## src/rtl/flow_volume_integrator_pkg.sv

```systemverilog
// Shared state encoding for the flow-volume integrator.
// ST_INTEGRATE=2 matches the existing state-bus decoders.
package flow_volume_integrator_pkg;

    localparam logic [1:0] ST_IDLE      = 2'd0;
    localparam logic [1:0] ST_ARMED     = 2'd1;
    localparam logic [1:0] ST_INTEGRATE = 2'd2;
    localparam logic [1:0] ST_DONE      = 2'd3;

    typedef enum logic [1:0] {
        S_IDLE      = ST_IDLE,
        S_ARMED     = ST_ARMED,
        S_INTEGRATE = ST_INTEGRATE,
        S_DONE      = ST_DONE
    } state_e;

endpackage

```

## src/rtl/flow_volume_integrator_acc.sv

```systemverilog
// Saturating volume accumulator with clear, enable and sticky clamp flag.
// ovAccNext is the value the next enabled sample would produce.
module sat_accumulator #(
    parameter int DATA_W = 8,
    parameter int VOL_W  = 16
) (
    input  logic              iClk,
    input  logic              iReset,
    input  logic              iClr,
    input  logic              iEn,
    input  logic [DATA_W-1:0] ivDin,
    output logic [VOL_W-1:0]  ovAcc,
    output logic [VOL_W-1:0]  ovAccNext,
    output logic              oSat
);

    logic [VOL_W-1:0] acc_q, acc_d;
    logic             sat_q, sat_d;
    logic [VOL_W:0]   sum;
    logic             ovf;

    always_comb begin
        sum       = {1'b0, acc_q} + {{(VOL_W + 1 - DATA_W){1'b0}}, ivDin};
        ovf       = sum[VOL_W];
        ovAccNext = ovf ? '1 : sum[VOL_W-1:0];
        acc_d     = acc_q;
        sat_d     = sat_q;
        if (iClr) begin
            acc_d = '0;
            sat_d = 1'b0;
        end else if (iEn) begin
            acc_d = ovAccNext;
            sat_d = sat_q | ovf;
        end
    end

    always_ff @(posedge iClk or posedge iReset) begin
        if (iReset) begin
            acc_q <= '0;
            sat_q <= 1'b0;
        end else begin
            acc_q <= acc_d;
            sat_q <= sat_d;
        end
    end

    assign ovAcc = acc_q;
    assign oSat  = sat_q;

endmodule

```

## src/rtl/flow_volume_integrator.sv

```systemverilog
// Breath-manoeuvre volume integrator: onset/end FSM, FEV1 capture,
// peak flow and sample count on top of a saturating accumulator.
module flow_volume_integrator
    import flow_volume_integrator_pkg::*;
#(
    parameter int DATA_W       = 8,
    parameter int VOL_W        = 16,
    parameter int CNT_W        = 12,
    parameter int MIN_FLOW     = 4,
    parameter int IDLE_SAMPLES = 8
) (
    input  logic              iClk,
    input  logic              iReset,
    input  logic              iCE,
    input  logic [DATA_W-1:0] ivDatos,
    input  logic              iStart,
    input  logic [CNT_W-1:0]  ivFev1Samples,
    output logic [VOL_W-1:0]  ovVolumen,
    output logic [VOL_W-1:0]  ovFev1,
    output logic [DATA_W-1:0] ovPeakFlow,
    output logic [CNT_W-1:0]  ovSampleCount,
    output logic              oBusy,
    output logic              oDone,
    output logic              oSaturated
);

    localparam int LOW_W = $clog2(IDLE_SAMPLES + 1);

    state_e            state_q, state_d;
    logic [CNT_W-1:0]  tgt_q, tgt_d;
    logic [CNT_W-1:0]  cnt_q, cnt_d, cnt_inc;
    logic [DATA_W-1:0] peak_q, peak_d;
    logic [LOW_W-1:0]  low_q, low_d, low_inc;
    logic [VOL_W-1:0]  fev1_q, fev1_d, acc_next;
    logic              capt_q, capt_d;
    logic              busy_q, busy_d;
    logic              done_q, done_d;
    logic              clr, accept, is_low, last, match;

    sat_accumulator #(
        .DATA_W (DATA_W),
        .VOL_W  (VOL_W)
    ) u_acc (
        .iClk      (iClk),
        .iReset    (iReset),
        .iClr      (clr),
        .iEn       (accept),
        .ivDin     (ivDatos),
        .ovAcc     (ovVolumen),
        .ovAccNext (acc_next),
        .oSat      (oSaturated)
    );

    always_comb begin
        clr     = (state_q == S_IDLE) && iStart;
        is_low  = ivDatos < DATA_W'(MIN_FLOW);
        accept  = iCE && (((state_q == S_ARMED) && !is_low) ||
                          (state_q == S_INTEGRATE));
        cnt_inc = cnt_q + 1'b1;
        low_inc = is_low ? low_q + 1'b1 : '0;
        last    = accept && ((low_inc == LOW_W'(IDLE_SAMPLES)) || (&cnt_inc));
        match   = accept && (|tgt_q) && (cnt_inc == tgt_q);

        state_d = state_q;
        tgt_d   = tgt_q;
        cnt_d   = cnt_q;
        peak_d  = peak_q;
        low_d   = low_q;
        fev1_d  = fev1_q;
        capt_d  = capt_q;

        unique case (state_q)
            S_IDLE:      if (iStart) state_d = S_ARMED;
            S_ARMED:     if (accept) state_d = last ? S_DONE : S_INTEGRATE;
            S_INTEGRATE: if (last) state_d = S_DONE;
            S_DONE:      state_d = S_IDLE;
            default:     state_d = S_IDLE;
        endcase

        if (clr) begin
            tgt_d  = ivFev1Samples;
            cnt_d  = '0;
            peak_d = '0;
            low_d  = '0;
            fev1_d = '0;
            capt_d = 1'b0;
        end else if (accept) begin
            cnt_d  = cnt_inc;
            low_d  = low_inc;
            peak_d = (ivDatos > peak_q) ? ivDatos : peak_q;
            capt_d = capt_q | match;
            // A short manoeuvre reports its final volume as FEV1
            if (match || (last && !capt_q)) fev1_d = acc_next;
        end

        busy_d = (state_d == S_ARMED) || (state_d == S_INTEGRATE);
        done_d = (state_d == S_DONE);
    end

    always_ff @(posedge iClk or posedge iReset) begin
        if (iReset) begin
            state_q <= S_IDLE;
            tgt_q   <= '0;
            cnt_q   <= '0;
            peak_q  <= '0;
            low_q   <= '0;
            fev1_q  <= '0;
            capt_q  <= 1'b0;
            busy_q  <= 1'b0;
            done_q  <= 1'b0;
        end else begin
            state_q <= state_d;
            tgt_q   <= tgt_d;
            cnt_q   <= cnt_d;
            peak_q  <= peak_d;
            low_q   <= low_d;
            fev1_q  <= fev1_d;
            capt_q  <= capt_d;
            busy_q  <= busy_d;
            done_q  <= done_d;
        end
    end

    assign ovFev1        = fev1_q;
    assign ovPeakFlow    = peak_q;
    assign ovSampleCount = cnt_q;
    assign oBusy         = busy_q;
    assign oDone         = done_q;

endmodule

```

## config.mk

```make
export PLATFORM = sky130hd
export DESIGN_NAME = flow_volume_integrator
export DESIGN_NICKNAME = d
export VERILOG_FILES = /design/src/rtl/flow_volume_integrator_pkg.sv /design/src/rtl/flow_volume_integrator_acc.sv /design/src/rtl/flow_volume_integrator.sv
export SDC_FILE = /design/constraint.sdc
export NUM_CORES = 1
export LEC_CHECK = 0
export ABC_AREA = 1
export BUFFER_PORTS_ARGS = -buffer_cell sky130_fd_sc_hd__buf_2
export CORE_ASPECT_RATIO = 1.25
export CORE_MARGIN = 3
export CORE_UTILIZATION = 55
export CTS_CLUSTER_SIZE = 30
export DETAILED_ROUTE_END_ITERATION = 12
export MAX_ROUTING_LAYER = met4
export PLACE_DENSITY_LB_ADDON = 0.3
export SLEW_MARGIN = 5
export SYNTH_ARGS = -nofsm -noshare
export SYNTH_HDL_FRONTEND = slang
export SYNTH_SLANG_ARGS = --single-unit
```

## constraint.sdc

```tcl
create_clock -name iClk -period 6.05 [get_ports iClk]
set_input_delay 0.605 -clock iClk [delete_from_list [all_inputs] [get_ports iClk]]
set_output_delay 0.605 -clock iClk [all_outputs]
set_load 0.02 [all_outputs]
```

==> impl_results.md <==
* H-tree depth at 3
* # rows at 36
* Layout cells sized above 1 at 17.24%
* Worst r2r src: state_q[0]
* HPWL Detailed at 9.357 mm
* GRT Residual Overflow at 0
* Num CTS Buffers at 9
* Area Overhead vs Synth at 15.04%
* Critical path, cell by cell: buf_2, nor2_1, nand3_1, nand2_1, nand2_1, nor2_4, clkinv_1, nand3_1, o21ai_0
* Routed vias at 4,404
* Largest delay contributor family on the critical path: simple AND/OR/NAND/NOR gates
* #FFs+latches synth at 74
* Post-layout minimum cycle time at 2887 ps
* Clock power share at 20.6%
* Ant diodes at 0
* Post-synthesis cell count at 616
* Routed WL at 12.46 mm
* Largest stage delay on the critical path at 560 ps
* Status: finished, final reports clean
* Synth unique cells at 34
* Leak at 2.874 nW
* Area leader, netlist: dfrtp_1
* WS Path Type: input port to flop
* DRC at 0
* DR WL met3 at 475 microns
* Vias in the first global route at 4,325
* Final setup TNS at 0 ps
* Die area at 9374 sq um
* Final core utilization at 65.78%
* Hold-fix buffers at CTS at 0
* Worst Setup Slack, final at 3163 ps
* Max-Cap Viols at 0
* Final Hold Fails at 0
* Final Net Count at 736
* Reg power frac at 34.2%
* Post-synth net total at 661
* Max frequency at 346.3 MHz
* Clock transition at path regs at 80 ps
* Final period utilization at 47.73%
* All-Layer GR Usage at 29.12%
* Worst slew margin at 36.62%
* Die H at 107.5 microns
* Drt via density at 5.568
* Largest net degree at the start of global routing at 75
* NetSw at 0.001009 W
* Final slew viol count at 0
* Crit-path max FO at 20
* Post-CTS setup buffers at 0
* Register area share after synthesis at 40.85%
* Wire per inst at 15.76 microns
* Root buffer cell: clkbuf_8
* First-pass GRT wire length at 20.44 mm
* Clk buf depth at 2
* DRT iter0 DRCs at 229
* Syn Area/Cell at 7.359 sq um
* CP Capture Type: flop
* Initial core utilization at 57.18%
* Yosys warns at 0
* Unrepaired setup endpoints after global routing: no
* Initial antenna violation count at 0
* Critical path arrival at 3130 ps
* Gate power share at 45.2%
* Post-Place Worst Slack at 2772 ps
* Peak VDD IR at 0.2815 mV
* Gpl congestion at 0.9855
* Critical Path Source Type: input port
* IO Count at 79
* Sw frac at 45.80%
* Total internal power at 0.001194 W
* Die W at 87.20 microns
* Met1 wire length at 5.055 mm
* Worst hold path class: input port to flop
* 1st-pass router iterations at 5
* Crit path buf inv count at 2
* Num Clock Sinks at 74
* Port Buffer Count at 78
* CP required at 6290 ps
* Final setup viols at 0
* Critical path's slowest cell: clkinv_1
* Highest routed layer: met4
* Power Dens Cells at 422.3 nW/um^2
* Clock skew at 9.400 ps
* Hold Startpoint: ivFev1Samples[1]
* CTS tree: built
* Post-Syn Area at 4533 sq um
* Post-CTS Resized at 0
* Post-synth top area share at 40.85%
* Metal2 WL at 6.477 mm
* Worst-Margin Slew at 950.8 ps
* Critical Path Start: ivDatos[7]
* Core area at 7928 sq um
* Clock Latency Late Sink at 370 ps
* Ranking of synthesized cells by area: dfrtp_1 (41%), nand2_1 (15%), nand3_1 (8.2%), ha_1 (5.5%), inv_1 (5.4%)
* ANT nets after route at 0
[synth_stat cells, drive strengths merged]
cell and number:
a21oi 14, a22o 4, a32o 1, nor3 5
o21ai 40, xor2 4, nor2 53, nand3 77
or2 2, nand2 196, a21boi 1, nand3b 2
o22ai 8, clkbuf 9, a21o 4, ha 20
inv 66, xnor2 3, nand4 20, o211ai 3
o2111ai 1, buf 7, dfrtp 74, fa 1
clkinv 1
[tightest hold or removal path, delay by kind of cell]
family | cells | cell delay [ps]
buffers and inverters | 1 | 70
and+or+nand+nor | 2 | 90
[metal layers]
metal,GRT usage [%],vias to the layer above
li1,-,2175
met1,33.98,2074
met2,49.19,125
met3,2.910,30
met4,15.35,0
met5,-,-
[worst paths after layout]
check	cells after the start	slack, ps	end
min in group asynchronous	3	510	state_q[0]
setup reg to reg	8	3220	u_acc.ovAcc[15]
hold reg to reg	2	480	u_acc.oSat
hold / removal	3	430	tgt_q[1]
max in group asynchronous	3	4910	tgt_q[3]
setup / recovery	9	3160	u_acc.ovAcc[15]
[flip-flops by register name, summed over array words and instances, names as in the netlist, 2 cells and up]
| name | flops |
|---|---|
| low_q | 4 |
| ovFev1 | 16 |
| ovPeakFlow | 8 |
| ovSampleCount | 12 |
| state_q | 2 |
| tgt_q | 12 |
| u_acc.ovAcc | 16 |
[cells by family after synthesis]
logic type                 synth area share, %
adders and majority gates                5.962
AOI/OAI and AO/OA                        9.578
and+or+nand+nor                          34.97
xor gates and xnor gates                 1.352
buffers and inverters                    7.286
DFF                                      40.85
[final cells by class]
class / instances / area, sq um
Sequential cell: 74 / 1852
Timing Repair Buffer: 80 / 405.4
Clock inverter: 5 / 85.08
Multi-Input combinational cell: 459 / 2351
Tap cell: 95 / 118.9
Inverter: 67 / 251.5
Fill cell: 722 / 2713
Clock buffer: 11 / 151.4
[stage by stage]
step	hold WS [ps]	cells	instance area [sq um]	total power (W)
floorplan	450.7	616	4533	0.001439
global placement	464.4	775	4979	0.001721
detailed placement	469.0	775	4979	0.001747
CTS	420.3	791	5215	0.002207
global route	443.6	791	5215	0.002371
finish	432.5	791	5215	0.002202
[power groups by stage]
stage          Sequential [W]  Clock, W  Combinational (W)
3_3_place_gp         0.000754         0           0.000967
3_5_place_dp         0.000760         0           0.000987
4_1_cts              0.000751  0.000460           0.000996
6_report             0.000754  0.000454           0.000995
2_1_floorplan        0.000826         0           0.000613
5_1_grt              0.000773  0.000482            0.00112
[cell usage in the layout, fill, tap and decap left out, types with 4 or more instances in the layout]
master	count
a21o_1	4
a21oi_1	14
a22o_1	4
buf_2	78
clkbuf_8	11
dfrtp_1	74
ha_1	20
inv_1	64
nand2_1	186
nand2_2	9
nand3_1	74
nand4_1	20
nor2_1	46
nor2_4	5
nor3_1	5
o21ai_0	40
o22ai_1	8
xor2_1	4
(Power assumes the default switching activity.)
